--- src/rtl/mul_share_arbiter.sv ---
// Shared signed multiplier with round-robin arbitration across requesters.
// A single Baugh-Wooley array serves all requesters; the granted operands are
// multiplied combinationally and captured in a one-entry output register.
// Optional feature: define MUL_SHARE_STALL_CNT_EN to add the 16-bit
// saturating output-stall counter (stall_cnt_o).
`timescale 1ns/1ps

// Combinational Baugh-Wooley signed multiplier (two's complement operands).
module baugh_wooley #(
  parameter int p_width = 8
) (
  input  logic [p_width-1:0]   a_i,
  input  logic [p_width-1:0]   b_i,
  output logic [2*p_width-1:0] product_o
);

  // Sign-row/column partial products are inverted and the two constant
  // correction bits (2^n and 2^(2n-1)) are added, giving the exact product
  // modulo 2^(2n) without any sign extension of the partial products.
  always_comb begin
    logic [2*p_width-1:0] acc;
    logic [2*p_width-1:0] term;
    logic                 pp;
    logic                 a_msb;
    logic                 b_msb;
    acc = '0;
    for (int unsigned i = 0; i < p_width; i++) begin
      for (int unsigned j = 0; j < p_width; j++) begin
        a_msb = (i == p_width - 1);
        b_msb = (j == p_width - 1);
        pp    = a_i[i] & b_i[j];
        if (a_msb ^ b_msb) begin
          pp = ~pp;
        end
        term = '0;
        term[0] = pp;
        acc = acc + (term << (i + j));
      end
    end
    term = '0;
    term[p_width] = 1'b1;
    term[2*p_width-1] = 1'b1;
    product_o = acc + term;
  end

endmodule

module mul_share_arbiter #(
  parameter  int p_width    = 8,
  parameter  int p_num_req  = 4,
  localparam int p_id_width = $clog2(p_num_req)
) (
  input  logic                              clk_i,
  input  logic                              rst_ni,
  input  logic [p_num_req-1:0]              req_valid_i,
  output logic [p_num_req-1:0]              req_ready_o,
  input  logic [p_num_req-1:0][p_width-1:0] req_a_i,
  input  logic [p_num_req-1:0][p_width-1:0] req_b_i,
  output logic                              rsp_valid_o,
  input  logic                              rsp_ready_i,
  output logic [p_id_width-1:0]             rsp_id_o,
  output logic [2*p_width-1:0]              rsp_product_o
`ifdef MUL_SHARE_STALL_CNT_EN
  ,
  output logic [15:0]                       stall_cnt_o
`endif
);

  typedef enum logic {
    EMPTY = 1'b0,
    FULL  = 1'b1
  } state_e;

  state_e                  state_q, state_d;
  logic [p_id_width-1:0]   last_grant_q, last_grant_d;
  logic [p_id_width-1:0]   rsp_id_q, rsp_id_d;
  logic [2*p_width-1:0]    rsp_product_q, rsp_product_d;

  logic                    slot_free;
  logic                    any_valid;
  logic                    grant_en;
  logic [p_id_width-1:0]   grant_idx;
  logic [p_width-1:0]      mul_a;
  logic [p_width-1:0]      mul_b;
  logic [2*p_width-1:0]    mul_product;

  // Round-robin search starting one past the last transferred requester.
  always_comb begin
    logic                  found;
    logic [p_id_width-1:0] cand;
    found     = 1'b0;
    cand      = '0;
    grant_idx = last_grant_q;
    for (int unsigned k = 1; k <= p_num_req; k++) begin
      cand = p_id_width'((32'(last_grant_q) + k) % p_num_req);
      if (!found && req_valid_i[cand]) begin
        found     = 1'b1;
        grant_idx = cand;
      end
    end
  end

  assign any_valid = |req_valid_i;
  assign slot_free = (state_q == EMPTY) || rsp_ready_i;
  assign grant_en  = rst_ni && slot_free && any_valid;

  // Operand mux from the granted requester into the shared multiplier.
  always_comb begin
    mul_a = req_a_i[grant_idx];
    mul_b = req_b_i[grant_idx];
  end

  baugh_wooley #(
    .p_width (p_width)
  ) u_mul (
    .a_i       (mul_a),
    .b_i       (mul_b),
    .product_o (mul_product)
  );

  // One-hot accept for the granted requester, only in the grant cycle.
  always_comb begin
    req_ready_o = '0;
    if (grant_en) begin
      req_ready_o[grant_idx] = 1'b1;
    end
  end

  // Next-state: FULL persists while stalled, refills on grant, else drains.
  always_comb begin
    state_d       = state_q;
    last_grant_d  = last_grant_q;
    rsp_id_d      = rsp_id_q;
    rsp_product_d = rsp_product_q;
    if (grant_en) begin
      state_d       = FULL;
      last_grant_d  = grant_idx;
      rsp_id_d      = grant_idx;
      rsp_product_d = mul_product;
    end else if (slot_free) begin
      state_d = EMPTY;
    end
  end

  // State, pointer and output register; reset discards any pending result.
  always_ff @(posedge clk_i) begin
    if (!rst_ni) begin
      state_q       <= EMPTY;
      last_grant_q  <= p_id_width'(p_num_req - 1);
      rsp_id_q      <= '0;
      rsp_product_q <= '0;
    end else begin
      state_q       <= state_d;
      last_grant_q  <= last_grant_d;
      rsp_id_q      <= rsp_id_d;
      rsp_product_q <= rsp_product_d;
    end
  end

  assign rsp_valid_o   = (state_q == FULL);
  assign rsp_id_o      = rsp_id_q;
  assign rsp_product_o = rsp_product_q;

`ifdef MUL_SHARE_STALL_CNT_EN
  logic [15:0] stall_cnt_q, stall_cnt_d;

  // Saturating count of cycles where a held result is not accepted.
  always_comb begin
    stall_cnt_d = stall_cnt_q;
    if ((state_q == FULL) && !rsp_ready_i && (stall_cnt_q != '1)) begin
      stall_cnt_d = stall_cnt_q + 16'd1;
    end
  end

  // Stall counter register.
  always_ff @(posedge clk_i) begin
    if (!rst_ni) begin
      stall_cnt_q <= '0;
    end else begin
      stall_cnt_q <= stall_cnt_d;
    end
  end

  assign stall_cnt_o = stall_cnt_q;
`endif

endmodule

--- config.mk ---
export PLATFORM = sky130hd
export DESIGN_NAME = mul_share_arbiter
export DESIGN_NICKNAME = d
export VERILOG_FILES = /design/src/rtl/mul_share_arbiter.sv
export SDC_FILE = /design/constraint.sdc
export NUM_CORES = 1
export LEC_CHECK = 0
export BUFFER_PORTS_ARGS = -buffer_cell sky130_fd_sc_hd__buf_4
export CORE_MARGIN = 1.5
export CORE_UTILIZATION = 55
export CTS_BUF_LIST = sky130_fd_sc_hd__clkbuf_8
export DETAILED_ROUTE_END_ITERATION = 7
export PLACE_DENSITY = 0.89
export SKIP_CTS_REPAIR_TIMING = 1
export SYNTH_ARGS = -nofsm -noshare
export SYNTH_HDL_FRONTEND = slang
export SYNTH_SLANG_ARGS = --single-unit
--- constraint.sdc ---
create_clock -name clk_i -period 7.7 [get_ports clk_i]
set_clock_uncertainty 0.15 [all_clocks]
set_input_delay 1.155 -clock clk_i [delete_from_list [all_inputs] [get_ports clk_i]]
set_output_delay 1.155 -clock clk_i [all_outputs]
set_load 0.02 [all_outputs]
Word level (Yosys, flattened, before mapping). Index checks and enable logic that the tools add are counted.

Output and inout bits: 23. Flip-flop bits (word level): 21. Logic and storage cells: 193.

Bitwise operators: 79. Reductions and logical operators: 12. $lt $le $gt $ge: 6. Muxes and demuxes: 24. $add $sub $neg: 68.

Operators by type and width (count): adder 16 x 8 -> 16 bit (8); adder 16 x 7 -> 16 bit (7); adder 16 x 9 -> 16 bit (7); adder 16 x 10 -> 16 bit (6); adder 16 x 6 -> 16 bit (6); adder 16 x 11 -> 16 bit (5); adder 16 x 5 -> 16 bit (5); adder 16 x 12 -> 16 bit (4); adder 16 x 4 -> 16 bit (4); bitwise AND 1 bit (64); adder 16 x 13 -> 16 bit (3); adder 16 x 3 -> 16 bit (3); adder 16 x 14 -> 16 bit (2); binary-select mux 8 bit (select 2 bit) (2); adder 16 x 15 -> 16 bit (1); adder 16 bit, second input constant (1); adder 16 x 2 -> 16 bit (1); 2-to-1 mux 8 bit (2); < comparator 2 x 3 -> 1 bit, second input constant (5); inverter 1 bit (15); 2-to-1 mux 1 bit (10); binary-select mux 1 bit (select 2 bit) (4); 2-to-1 mux 2 bit (4); logical AND 1 bit (6); 10 further kinds (14).

Longest topological paths before layout. Gate-level depths: netlist of run 1.

Depth after elaboration: 80. Depth in mapped cells: 22. Depth with buffers taken out: 19.

Cells and area by module. Synthesis of run 1 repeated with hierarchy kept, for this count alone.

Cell total of the unflattened synthesis: 394. Area, all modules: 3328.2 sq um.

Modules (own cells, without submodules): baugh_wooley (area an instance 1946.9 sq um, instances 1, seq. area each 0.0 sq um, cells each 215); mul_share_arbiter (area an instance 1381.3 sq um, instances 1, seq. area each 420.4 sq um, cells each 179).

Worst setup path after synthesis of run 1. OpenSTA, ideal clock, no wires.

Path kind: input -> register. Start: in req_valid_i[3]. End: reg rsp_product_q[15], in the netlist rsp_product_o[15]. Path slack: 1.354 ns. Data required time: 7.429 ns. Library setup time: 0.121 ns. Data arrival time: 6.075 ns. Cell stages on the path: 17. Cell sequence: mux2i_1 nor2_1 nor3_2 buf_8 mux4_2 and2_1 fa_1 fa_1 fa_1 ha_1 ha_1 fa_1 a21o_1 a21o_1 a2111oi_2 o2111a_1 nor3_1.

Cells in the longest elaborated chain, start to end: 79. Elaborated cells on any way between the ends: 169.

RTL lines: start: declaration (RTL line 55) `input logic [p_num_req-1:0] req_valid_i,`; binary-select mux 1 bit (select 2 bit) (RTL line 96) `if (!found && req_valid_i[cand]) begin`; 2-to-1 mux 1 bit (implied by the code) (RTL line 96); 2-to-1 mux 1 bit (RTL line 96); logical NOT 1 bit (RTL line 96); logical AND 1 bit (RTL line 96); 2-to-1 mux 1 bit (RTL line 96); logical NOT 1 bit (RTL line 96); logical AND 1 bit (RTL line 96); (+63 left out); adder 16 x 9 -> 16 bit (RTL line 37) `acc = acc + (term << (i + j));`; adder 16 x 10 -> 16 bit (RTL line 37); adder 16 x 11 -> 16 bit (RTL line 37); adder 16 x 12 -> 16 bit (RTL line 37); adder 16 x 13 -> 16 bit (RTL line 37); adder 16 x 14 -> 16 bit (RTL line 37); adder 16 x 15 -> 16 bit (RTL line 37); adder 16 bit (RTL line 43) `product_o = acc + term;`; end signal: assignment (RTL line 156) `rsp_product_q <= rsp_product_d;`; end: declaration (RTL line 77) `logic [2*p_width-1:0] rsp_product_q, rsp_product_d;`.

Parallel ways exist; a longest one is shown, timed or not. The select of a mux whose other input is x is not followed. A chain may end at the register's enable or synchronous reset.

Worst setup path after layout of run 1. Ends and elaborated chain as after synthesis.

==> impl_results.md, run 1 <==
- Top cells by area, synth: fa_1 22%, dfxtp_1 12%, ha_1 11%
- Worst setup EP type: flop
- Final net count: 589
- Crit path DAT: 6.61 ns
- Cts bufs inserted: 3
- Syn Area/Cell: 9.53 um2
- Clk sinks: 21
- Req. time, crit path: between 7 and 8 ns
- H-tree depth: 1
- Setup-failing EPs final: 0
- FFs w/ async S/R, synth: 0%
- Pin count of the biggest net entering global routing: 36
- Vias in the first global route: 2835
- Post-synth EDFFs: 0
- Gpl congestion: slightly below 0.9
- Die Height: about 80 um
- Largest stage delay, worst path: 0.53 ns
- Die area: 6750 um2
- I/O Buffers: 93
- Worst min-delay path class: flop to flop
- Cell variety after synth: 50
- Critical-path cell list: buf_4 -> mux2i_1 -> nor2_1 -> nor3_4 -> buf_4 -> mux2i_2 -> and2_1 -> fa_1 -> fa_1 -> fa_1 -> ha_1 -> ha_1 -> fa_1 -> a21o_1 -> a21o_1 -> a2111oi_2 -> o2111a_1 -> nor3_1
- Setup TNS: 0 ns
- GRT Resource Usage Total: 24.7%
- Die Width: 82.2 um
- Share of the synthesized area in the top cell type: 22.1%
- Worst Tran Pin Value: 0.823 ns
- Most used cell, CP: fa_1
- Total vias in the final route: 2971
- Routed Antenna Nets: 0
- Final wirelength: 8310 um
- Final Hold Vio Count: 0
- Initial Util: ~58%
- R2R depth: 17
- Syn Std Cell Area: 3450 um2
- Total grt overflow: 0
- Slew margin rel.: a little under half
- R2R setup slack: 1.49 ns
- Layout area overhead: 21.8%
- Worst setup SP type: input port
- Drt initial violations: 192
- Worst hold stages: 2
- Clock root cell: clkbuf_8
- Cell Rows: 28
- Proportion of synthesized chip area in sequential cells: between 10% and 20%
- DRT Pass-1 Iters: 4
- Top_reg_cell synth: dfxtp_1
- Post-Syn Nets: about 500
- Crit path buffers/inverters: 2
- Synth area leader: fa_1
- Hold worst-path end: rsp_product_o[1]
- Share of layout cells above drive strength 1: 26.8%
- First-pass GRT wire length: 12800 um
- Avg WL per Cell: 15.9 um
- Vias per std cell: approximately 5.7
- Status: finished, final reports clean
- Fin crit share: 85.7%
- Core area: 5990 um2
- CP max FO: 14
- Crit Reg-Reg Endpoint: rsp_product_o[15]
- Hold Startpoint: rsp_product_o[1]
- Yosys reg bits: 21
- Cells after synthesis: 362
- RSZ-0062 raised after global routing: no
- FF-to-FF Start: last_grant_q[1]
- # diodes: 0
- Number of remaining DRC errors: 0
- Fmax: 0.151 GHz
- Max-cap violations: 0
- Initial antenna violation count: 0
- Worst-Skew Late Latency: 0.26 ns
- Slowest stage cell, crit path: mux2i_2
- Clock buffer depth: 2
- CTS tree: yes
- Synth warn: 0
- Fill count: 443
- WS Path Type: input port to flop
- IO Count: 94
- Final min period: 6.60 ns
- Pins over their slew limit: 0
- Clock transition at path regs: 0.08 ns
- Largest delay contributor family on the critical path: adder cells
- DP HPWL: 6800 um
-- metrics by stage --
| step | util (%) | area (um2) | std cells | hold slack, ns | setup WS (ns) |
|---|---|---|---|---|---|
| after floorplan | - | 3450 | 362 | 0.366 | 1.35 |
| after global placement | 69.4 | 4160 | 519 | 0.300 | 0.998 |
| after detailed placement | 69.4 | 4160 | 519 | 0.312 | 0.821 |
| after CTS | 70.1 | 4200 | 523 | 0.323 | 1.10 |
| after global routing | 70.1 | 4200 | 523 | 0.345 | 0.789 |
| final | 70.1 | 4200 | 523 | 0.321 | 1.10 |
-- kinds of logic (layout without fill, tap and decap cells) --
family	count (synthesis)	count (layout)	share of synthesized area, %
adders and majority gates	69	69	33.3
xor gates and xnor gates	4	4	1.02
AOI/OAI and AO/OA	50	50	10.7
DFF	21	21	12.2
muxes	45	45	16.2
and+or+nand+nor	124	124	19.6
buffers and inverters	49	135	7.00
-- routing by layer --
metal | wire [um] | global-route usage [%]
met4 | 85 | 6.10
met3 | 344 | 3.74
met1 | 3260 | 30.5
met5 | 0 | 0
met2 | 4620 | 44.9
-- worst register-to-register path, cell delays in order (launching register included) --
cell       delay (ns)
dfxtp_1          0.53
mux2i_1          0.23
nor2_1           0.10
nor3_4           0.34
buf_4            0.40
mux2i_2          0.54
and2_1           0.23
fa_1             0.44
fa_1             0.47
fa_1             0.49
ha_1             0.31
ha_1             0.24
fa_1             0.41
a21o_1           0.20
a21o_1           0.22
a2111oi_2        0.50
o2111a_1         0.27
nor3_1           0.05
-- sequential cells by signal, indices dropped and copies added, names as in the netlist --
name,count
last_grant_q,2
rsp_id_o,2
rsp_product_o,16
rsp_valid_o,1
-- Yosys cell counts, types with 2 or more instances --
master / count
nand4_1: 2
clkbuf_1: 6
a21boi_0: 7
o211ai_1: 4
xnor2_1: 3
nand3_1: 5
nor3_1: 5
mux2i_1: 29
buf_6: 3
mux2i_2: 11
nor2_1: 6
a21o_1: 8
nor3b_1: 3
nor4_1: 2
dfxtp_1: 21
nand3b_1: 2
o21ai_0: 8
inv_1: 36
a21oi_1: 8
nand2b_1: 4
and2_2: 2
or3_1: 4
mux2i_4: 3
ha_1: 31
o21a_1: 3
buf_8: 3
nand2_1: 41
and2_1: 43
fa_1: 38
-- placed cells by master, fill, tap and decap left out, drive strengths merged, types with 5 or more instances in the layout --
cell type,count
a21boi,7
a21o,9
a21oi,8
and2,45
buf,95
dfxtp,21
fa,38
ha,31
inv,37
mux2i,43
nand2,41
nand3,5
nor2,6
nor3,6
o21ai,8
-- cell type report --
| cell class | count | area [um2] | share of cell area, % |
|---|---|---|---|
| Clock buffer | 3 | 41.3 | 0.983 |
| Clock inverter | 1 | 3.75 | 0.0894 |
| Inverter | 36 | 135 | 3.22 |
| Multi-Input combinational cell | 292 | 2790 | 66.5 |
| Sequential cell | 21 | 420 | 10.0 |
| Tap cell | 75 | 93.8 | 2.23 |
| Timing Repair Buffer | 95 | 713 | 17.0 |
-- worst max-delay path by stage --
stage	cells after the start	end	start	slack, ns
finish	18	rsp_product_o[15]	req_valid_i[3]	1.10
global route	18	rsp_product_o[13]	req_valid_i[3]	0.79
CTS	18	rsp_product_o[15]	req_valid_i[3]	1.10
detailed placement	18	rsp_product_o[15]	req_valid_i[3]	0.82
global placement	18	rsp_product_o[15]	req_valid_i[3]	1.0
floorplan	17	rsp_product_o[15]	req_valid_i[3]	1.35
Power of run 1 is not shown: default switching activity piles up to over one toggle a cycle in this logic, so the estimate is an artifact.
==> inputs of run 2 (changes only) <==
ABC_CLOCK_PERIOD_IN_PS = 7700   (was not set)
BUFFER_PORTS_ARGS = not set   (was -buffer_cell sky130_fd_sc_hd__buf_4)
DONT_BUFFER_PORTS = 1   (was not set)
GPL_TIMING_DRIVEN = 0   (was not set)
PLACE_DENSITY = 0.76   (was 0.89)
==> impl_results.md, run 2 (synthesized netlist as in run 1, its figures left out) <==
- Vias in the first global route: 2502 (was 2835)
- Final wirelength: 7350 um (was 8310 um)
- Commonest non-fill, non-tap cell in the layout: and2_1 (was buf_4)
- Worst-Skew Late Latency: 0.26 ns (about the same)
- Pins over their slew limit: 0 (unchanged)
- Status: finished, final reports clean (unchanged)
- Largest stage delay, worst path: 0.63 ns (was 0.53 ns)
- Share of layout cells above drive strength 1: 8.74% (was 26.8%)
- R2R setup slack: 1.52 ns (was 1.49 ns)
- # diodes: 0 (unchanged)
- WS Path Type: input port to flop (unchanged)
- Worst setup SP type: input port (unchanged)
- Worst min-delay path class: flop to flop (unchanged)
- Routed Antenna Nets: 0 (unchanged)
- Slew margin rel.: 55.3% (was 45.2%)
- Pin count of the biggest net entering global routing: 12 (was 36)
- CTS tree: yes (unchanged)
- First-pass GRT wire length: 11600 um (was 12800 um)
- RSZ-0062 raised after global routing: no (unchanged)
- Final net count: 507 (was 589)
- Total grt overflow: 0 (unchanged)
- Gpl congestion: 0.826 (was 0.877)
- Crit Reg-Reg Endpoint: rsp_product_o[15] (unchanged)
- Setup-failing EPs final: 0 (unchanged)
- Most used cell, CP: fa_1 (unchanged)
- Req. time, crit path: 7.70 ns (was 7.71 ns)
- Fmax: 0.153 GHz (was 0.151 GHz)
- Avg WL per Cell: 16.7 um (was 15.9 um)
- Worst hold stages: 2 (unchanged)
- Worst setup EP type: flop (unchanged)
- Die Width: 82.2 um (unchanged)
- Final Hold Vio Count: 0 (unchanged)
- Critical-path cell list: mux2i_1 -> nor2_1 -> nor3_2 -> buf_8 -> mux4_2 -> and2_1 -> fa_1 -> fa_1 -> fa_1 -> ha_1 -> ha_1 -> fa_1 -> a21o_1 -> a21o_1 -> a2111oi_2 -> o2111a_1 -> nor3_1 (was buf_4 -> mux2i_1 -> nor2_1 -> nor3_4 -> buf_4 -> mux2i_2 -> and2_1 -> fa_1 -> fa_1 -> fa_1 -> ha_1 -> ha_1 -> fa_1 -> a21o_1 -> a21o_1 -> a2111oi_2 -> o2111a_1 -> nor3_1)
- Clock root cell: clkbuf_8 (unchanged)
- Vias per std cell: 5.88 (was 5.68)
- Layout area overhead: 4.03% (was 21.8%)
- Slowest stage cell, crit path: mux4_2 (was mux2i_2)
- I/O Buffers: 0 (was 93)
- Die Height: 82.2 um (unchanged)
- Max-cap violations: 0 (unchanged)
- Initial antenna violation count: 0 (unchanged)
- R2R depth: 18 (was 17)
- Crit path DAT: 6.55 ns (was 6.61 ns)
- Worst Tran Pin Value: 0.670 ns (was 0.823 ns)
- Max reg flops: 16 (unchanged)
- DP HPWL: 6080 um (was 6800 um)
- Hold Startpoint: rsp_product_o[2] (was rsp_product_o[1])
- Most frequent cells in the layout: 43 x and2_1, 41 x nand2_1, 38 x fa_1, 37 x inv_1, 31 x ha_1 (was 95 x buf_4, 43 x and2_1, 41 x nand2_1, 38 x fa_1, 37 x inv_1)
- Setup TNS: 0 ns (unchanged)
- Setup crit start: req_valid_i[3] (unchanged)
- Cts bufs inserted: 3 (unchanged)
- GRT Resource Usage Total: 22.3% (was 24.7%)
- DRT Pass-1 Iters: 4 (unchanged)
- Final min period: 6.54 ns (was 6.60 ns)
- Drt initial violations: 101 (was 192)
- FF-to-FF Start: last_grant_q[1] (unchanged)
- Cell Rows: 28 (unchanged)
- Initial Util: 57.6% (unchanged)
- Clock buffer depth: 2 (unchanged)
- Core area: 5990 um2 (unchanged)
- Clk sinks: 21 (unchanged)
- IO Count: 94 (unchanged)
- H-tree depth: 1 (unchanged)
- CP max FO: 10 (was 14)
- Number of remaining DRC errors: 0 (unchanged)
- Die area: 6750 um2 (unchanged)
- Total vias in the final route: 2592 (was 2971)
- Hold worst-path end: rsp_product_o[2] (was rsp_product_o[1])
- Fin crit share: 85.0% (was 85.7%)
- Clock transition at path regs: 0.08 ns (about the same)
-- run 2: changes by cell type in the layout (fill, tap and decap cells not counted), sizes merged --
cell,previous run,this run
buf,95,7
clkbuf,3,9
-- run 2: per-stage QoR --
step	cells	util, %	setup slack [ns]	hold slack (ns)	area (um2)
floorplan	362	-	1.35	0.366	3450
global placement	437	59.1	0.984	0.395	3540
detailed placement	437	59.1	0.881	0.411	3540
CTS	441	59.9	1.15	0.421	3590
global route	441	59.9	0.883	0.454	3590
finish	441	59.9	1.16	0.415	3590
-- run 2: worst max-delay path, delay by kind of cell --
| family | cells | cell delay (ns) |
|---|---|---|
| multiplexers | 2 | 0.76 |
| adder cells (fa/ha/maj) | 6 | 2.47 |
| buffers and inverters | 1 | 0.24 |
| AND/OR/NAND/NOR | 4 | 0.65 |
| AO/OA/AOI/OAI | 4 | 1.25 |
-- run 2: worst max path at each step --
stage,slack [ns],endpoint
2_1_floorplan,1.35,rsp_product_o[15]
3_5_place_dp,0.88,rsp_product_o[15]
6_report,1.16,rsp_product_o[15]
5_1_grt,0.88,rsp_product_o[13]
3_3_place_gp,0.98,rsp_product_o[15]
4_1_cts,1.15,rsp_product_o[15]
-- run 2: layout make-up --
| cell class | instances | area, um2 |
|---|---|---|
| inverters | 36 | 135 |
| clock buffers | 3 | 41.3 |
| well taps | 75 | 93.8 |
| clock inverters | 1 | 3.75 |
| flip-flops and latches | 21 | 420 |
| fillers | 509 | 2400 |
| plain buffers | 13 | 106 |
| multi-input cells | 292 | 2790 |
-- run 2: per-layer routing --
metal	part of all wire, %	GRT usage, %	vias up
met3	4.5	3.19	4
met5	0	0	-
met4	0.38	1.86	0
met2	54	40.0	58
met1	42	29.5	1286
li1	-	-	1244
Power of run 2 is left out for the same reason.
==> inputs of run 3 (changes only) <==
ABC_AREA = 1   (was not set)
ABC_CLOCK_PERIOD_IN_PS = 6300   (was 7700)
clock period = 6.3 ns   (was 7.7 ns; I/O delays follow)
==> impl_results.md, run 3 <==
- Status: finished, final reports clean (unchanged)
- Crit path buffers/inverters: 7 (was 1)
- RSZ-0062 raised after global routing: no (unchanged)
- Largest stage delay, worst path: 0.56 ns (was 0.63 ns)
- R2R depth: 25 (was 18)
- FF-to-FF Start: last_grant_q[0] (was last_grant_q[1])
- Largest delay contributor family on the critical path: adder cells (unchanged)
- Most common cell in the netlist: nand2_1 (was and2_1)
- Crit path DAT: 5.65 ns (was 6.55 ns)
- Req. time, crit path: 6.30 ns (was 7.70 ns)
- Cts bufs inserted: 3 (unchanged)
- Worst Tran Pin Value: 0.452 ns (was 0.670 ns)
- Slowest stage cell, crit path: fa_1 (was mux4_2)
- Initial Util: 56.4% (was 57.6%)
- Number of remaining DRC errors: 0 (unchanged)
- Clk sinks: 21 (unchanged)
- Synth area leader: fa_1 (unchanged)
- CTS tree: yes (unchanged)
- Crit Reg-Reg Endpoint: rsp_product_o[13] (was rsp_product_o[15])
- Die Height: 86.0 um (was 82.2 um)
- Most frequent cells in the layout: 132 x nand2_1, 104 x inv_1, 66 x nor2_1, 38 x fa_1, 31 x ha_1 (was 43 x and2_1, 41 x nand2_1, 38 x fa_1, 37 x inv_1, 31 x ha_1)
- Clock transition at path regs: 0.07 ns (was 0.08 ns)
- CP max FO: 10 (unchanged)
- Cells after synthesis: 546 (was 362)
- I/O Buffers: 0 (unchanged)
- Setup-failing EPs final: 0 (unchanged)
- Post-Syn Nets: 686 (was 502)
- Top cells by count, synth: 132 x nand2_1, 104 x inv_1, 66 x nor2_1, 38 x fa_1, 31 x ha_1 (was 43 x and2_1, 41 x nand2_1, 38 x fa_1, 36 x inv_1, 31 x ha_1)
- DRT Pass-1 Iters: 5 (was 4)
- Drt initial violations: 195 (was 101)
- Clock buffer depth: 2 (unchanged)
- DP HPWL: 7560 um (was 6080 um)
- Final min period: between 5 and 6 ns
- Fill count: 609 (was 509)
- Top cells by area, synth: fa_1 20%, nand2_1 13%, dfxtp_1 11% (was fa_1 22%, dfxtp_1 12%, ha_1 11%)
- Worst min-delay path class: flop to flop (unchanged)
- Footprint of the multi-input gates: 2890 um2 (was 2790 um2)
- Vias per std cell: 5.40 (was 5.88)
- # diodes: 0 (unchanged)
- Worst setup SP type: input port (unchanged)
- Proportion of synthesized chip area in sequential cells: 11.1% (was 12.2%)
- Pins over their slew limit: 0 (unchanged)
- Fin area: 3940 um2 (was 3590 um2)
- Total grt overflow: 0 (unchanged)
- Max reg flops: 16 (unchanged)
- Routed Antenna Nets: 0 (unchanged)
- Worst setup EP type: flop (unchanged)
- Total vias in the final route: 3402 (was 2592)
- Hold worst-path end: rsp_product_o[8] (was rsp_product_o[2])
- Yosys reg bits: 21 (unchanged)
- Pin count of the biggest net entering global routing: 14 (was 12)
- Die area: 7400 um2 (was 6750 um2)
- Worst hold stages: 2 (unchanged)
- Syn Std Cell Area: 3790 um2 (was 3450 um2)
- Final Hold Vio Count: 0 (unchanged)
- DP Area: 3890 um2 (was 3540 um2)
- Fin crit share: between 80 and 90%
- Max-cap violations: 0 (unchanged)
- Cells after DPL: 626 (was 437)
- Hold Startpoint: rsp_product_o[8] (was rsp_product_o[2])
- Clock root cell: clkbuf_8 (unchanged)
- Cell Rows: 30 (was 28)
- Worst-Skew Late Latency: 0.26 ns (about the same)
- WS Path Type: input port to flop (unchanged)
- Sequential cell area: 420 um2 (unchanged)
- GRT Resource Usage Total: 24.8% (was 22.3%)
- Final wirelength: 8720 um (was 7350 um)
- Share of layout cells above drive strength 1: 14.2% (was 8.74%)
- Die Width: 86.0 um (was 82.2 um)
- R2R setup slack: 0.92 ns (was 1.52 ns)
- Fmax: between 0.15 and 0.2 GHz
- H-tree depth: 1 (unchanged)
- Slew margin rel.: 69.7% (was 55.3%)
- Final Non-Filler Cells: 630 (was 441)
- Synth warn: 0 (unchanged)
- Core Util, Final: 58.6% (was 59.9%)
- Top_reg_cell synth: dfxtp_1 (unchanged)
- Setup TNS: 0 ns (unchanged)
- Commonest non-fill, non-tap cell in the layout: nand2_1 (was and2_1)
- Avg WL per Cell: 13.8 um (was 16.7 um)
- Layout area overhead: 3.93% (was 4.03%)
- IO Count: 94 (unchanged)
- First-pass GRT wire length: 14800 um (was 11600 um)
- FFs w/ async S/R, synth: 0% (unchanged)
- Final net count: 691 (was 507)
- Core area: 6720 um2 (was 5990 um2)
- Cell variety after synth: 38 (was 50)
- Gpl congestion: 0.917 (was 0.826)
- Vias in the first global route: 3308 (was 2502)
- Post-synth EDFFs: 0 (unchanged)
- Initial antenna violation count: 0 (unchanged)
- Share of the synthesized area in the top cell type: 20.1% (was 22.1%)
- Syn Area/Cell: 6.94 um2 (was 9.53 um2)
==> run 3: cell types whose count changed after synthesis, sizes merged, moves of 12 or more <==
cell | before | now
nand2 | 41 | 156
and2 | 45 | 0
nand3 | 5 | 25
nor2 | 6 | 79
inv | 36 | 108
o21ai | 8 | 23
nand4 | 2 | 16
or2 | 0 | 12
mux2i | 43 | 0
==> run 3: layer usage <==
| layer | track usage, % | share of wire [%] |
|---|---|---|
| met1 | 32.4 | 45 |
| met2 | 43.9 | 49 |
| met3 | 3.08 | 5.2 |
| met4 | 5.72 | 1.2 |
| met5 | 0 | 0 |
==> run 3: worst min-delay path, delay by kind of cell (launching register included) <==
kind,cells,cell delay (ns)
simple gates,2,0.16
flops,1,0.38
==> run 3: layout make-up <==
| type | count | share of cell area [%] |
|---|---|---|
| buffer | 10 | 1.78 |
| clock buffer | 3 | 1.05 |
| clock inverter | 1 | 0.191 |
| inverter | 108 | 10.4 |
| multi-input combinational | 407 | 73.3 |
| sequential | 21 | 10.7 |
| tap | 80 | 2.54 |
==> run 3: how the worst max path moves through the flow <==
stage / from / endpoint / depth (start not counted)
after detailed placement: req_valid_i[0] / rsp_product_o[13] / 25
final: req_valid_i[0] / rsp_product_o[13] / 25
after CTS: req_valid_i[0] / rsp_product_o[13] / 25
after floorplan: req_valid_i[0] / rsp_product_o[14] / 24
after global routing: req_valid_i[0] / rsp_product_o[13] / 25
after global placement: req_valid_i[0] / rsp_product_o[13] / 25
==> run 3: per-stage QoR <==
step	hold slack [ns]	worst slack, ns
global route	0.453	0.299
finish	0.428	0.642
CTS	0.429	0.681
floorplan	0.341	0.971
global placement	0.385	0.469
detailed placement	0.400	0.439
==> run 3: logic make-up (layout without fill, tap and decap cells) <==
| logic type | Yosys count | after routing | share of synthesized area (%) |
|---|---|---|---|
| buffers and inverters | 118 | 122 | 12.7 |
| xor gates and xnor gates | 3 | 3 | 0.693 |
| DFF | 21 | 21 | 11.1 |
| adders and majority gates | 69 | 69 | 30.3 |
| AOI/OAI and AO/OA | 45 | 45 | 6.44 |
| and+or+nand+nor | 290 | 290 | 38.8 |
Power of run 3 is left out for the same reason.
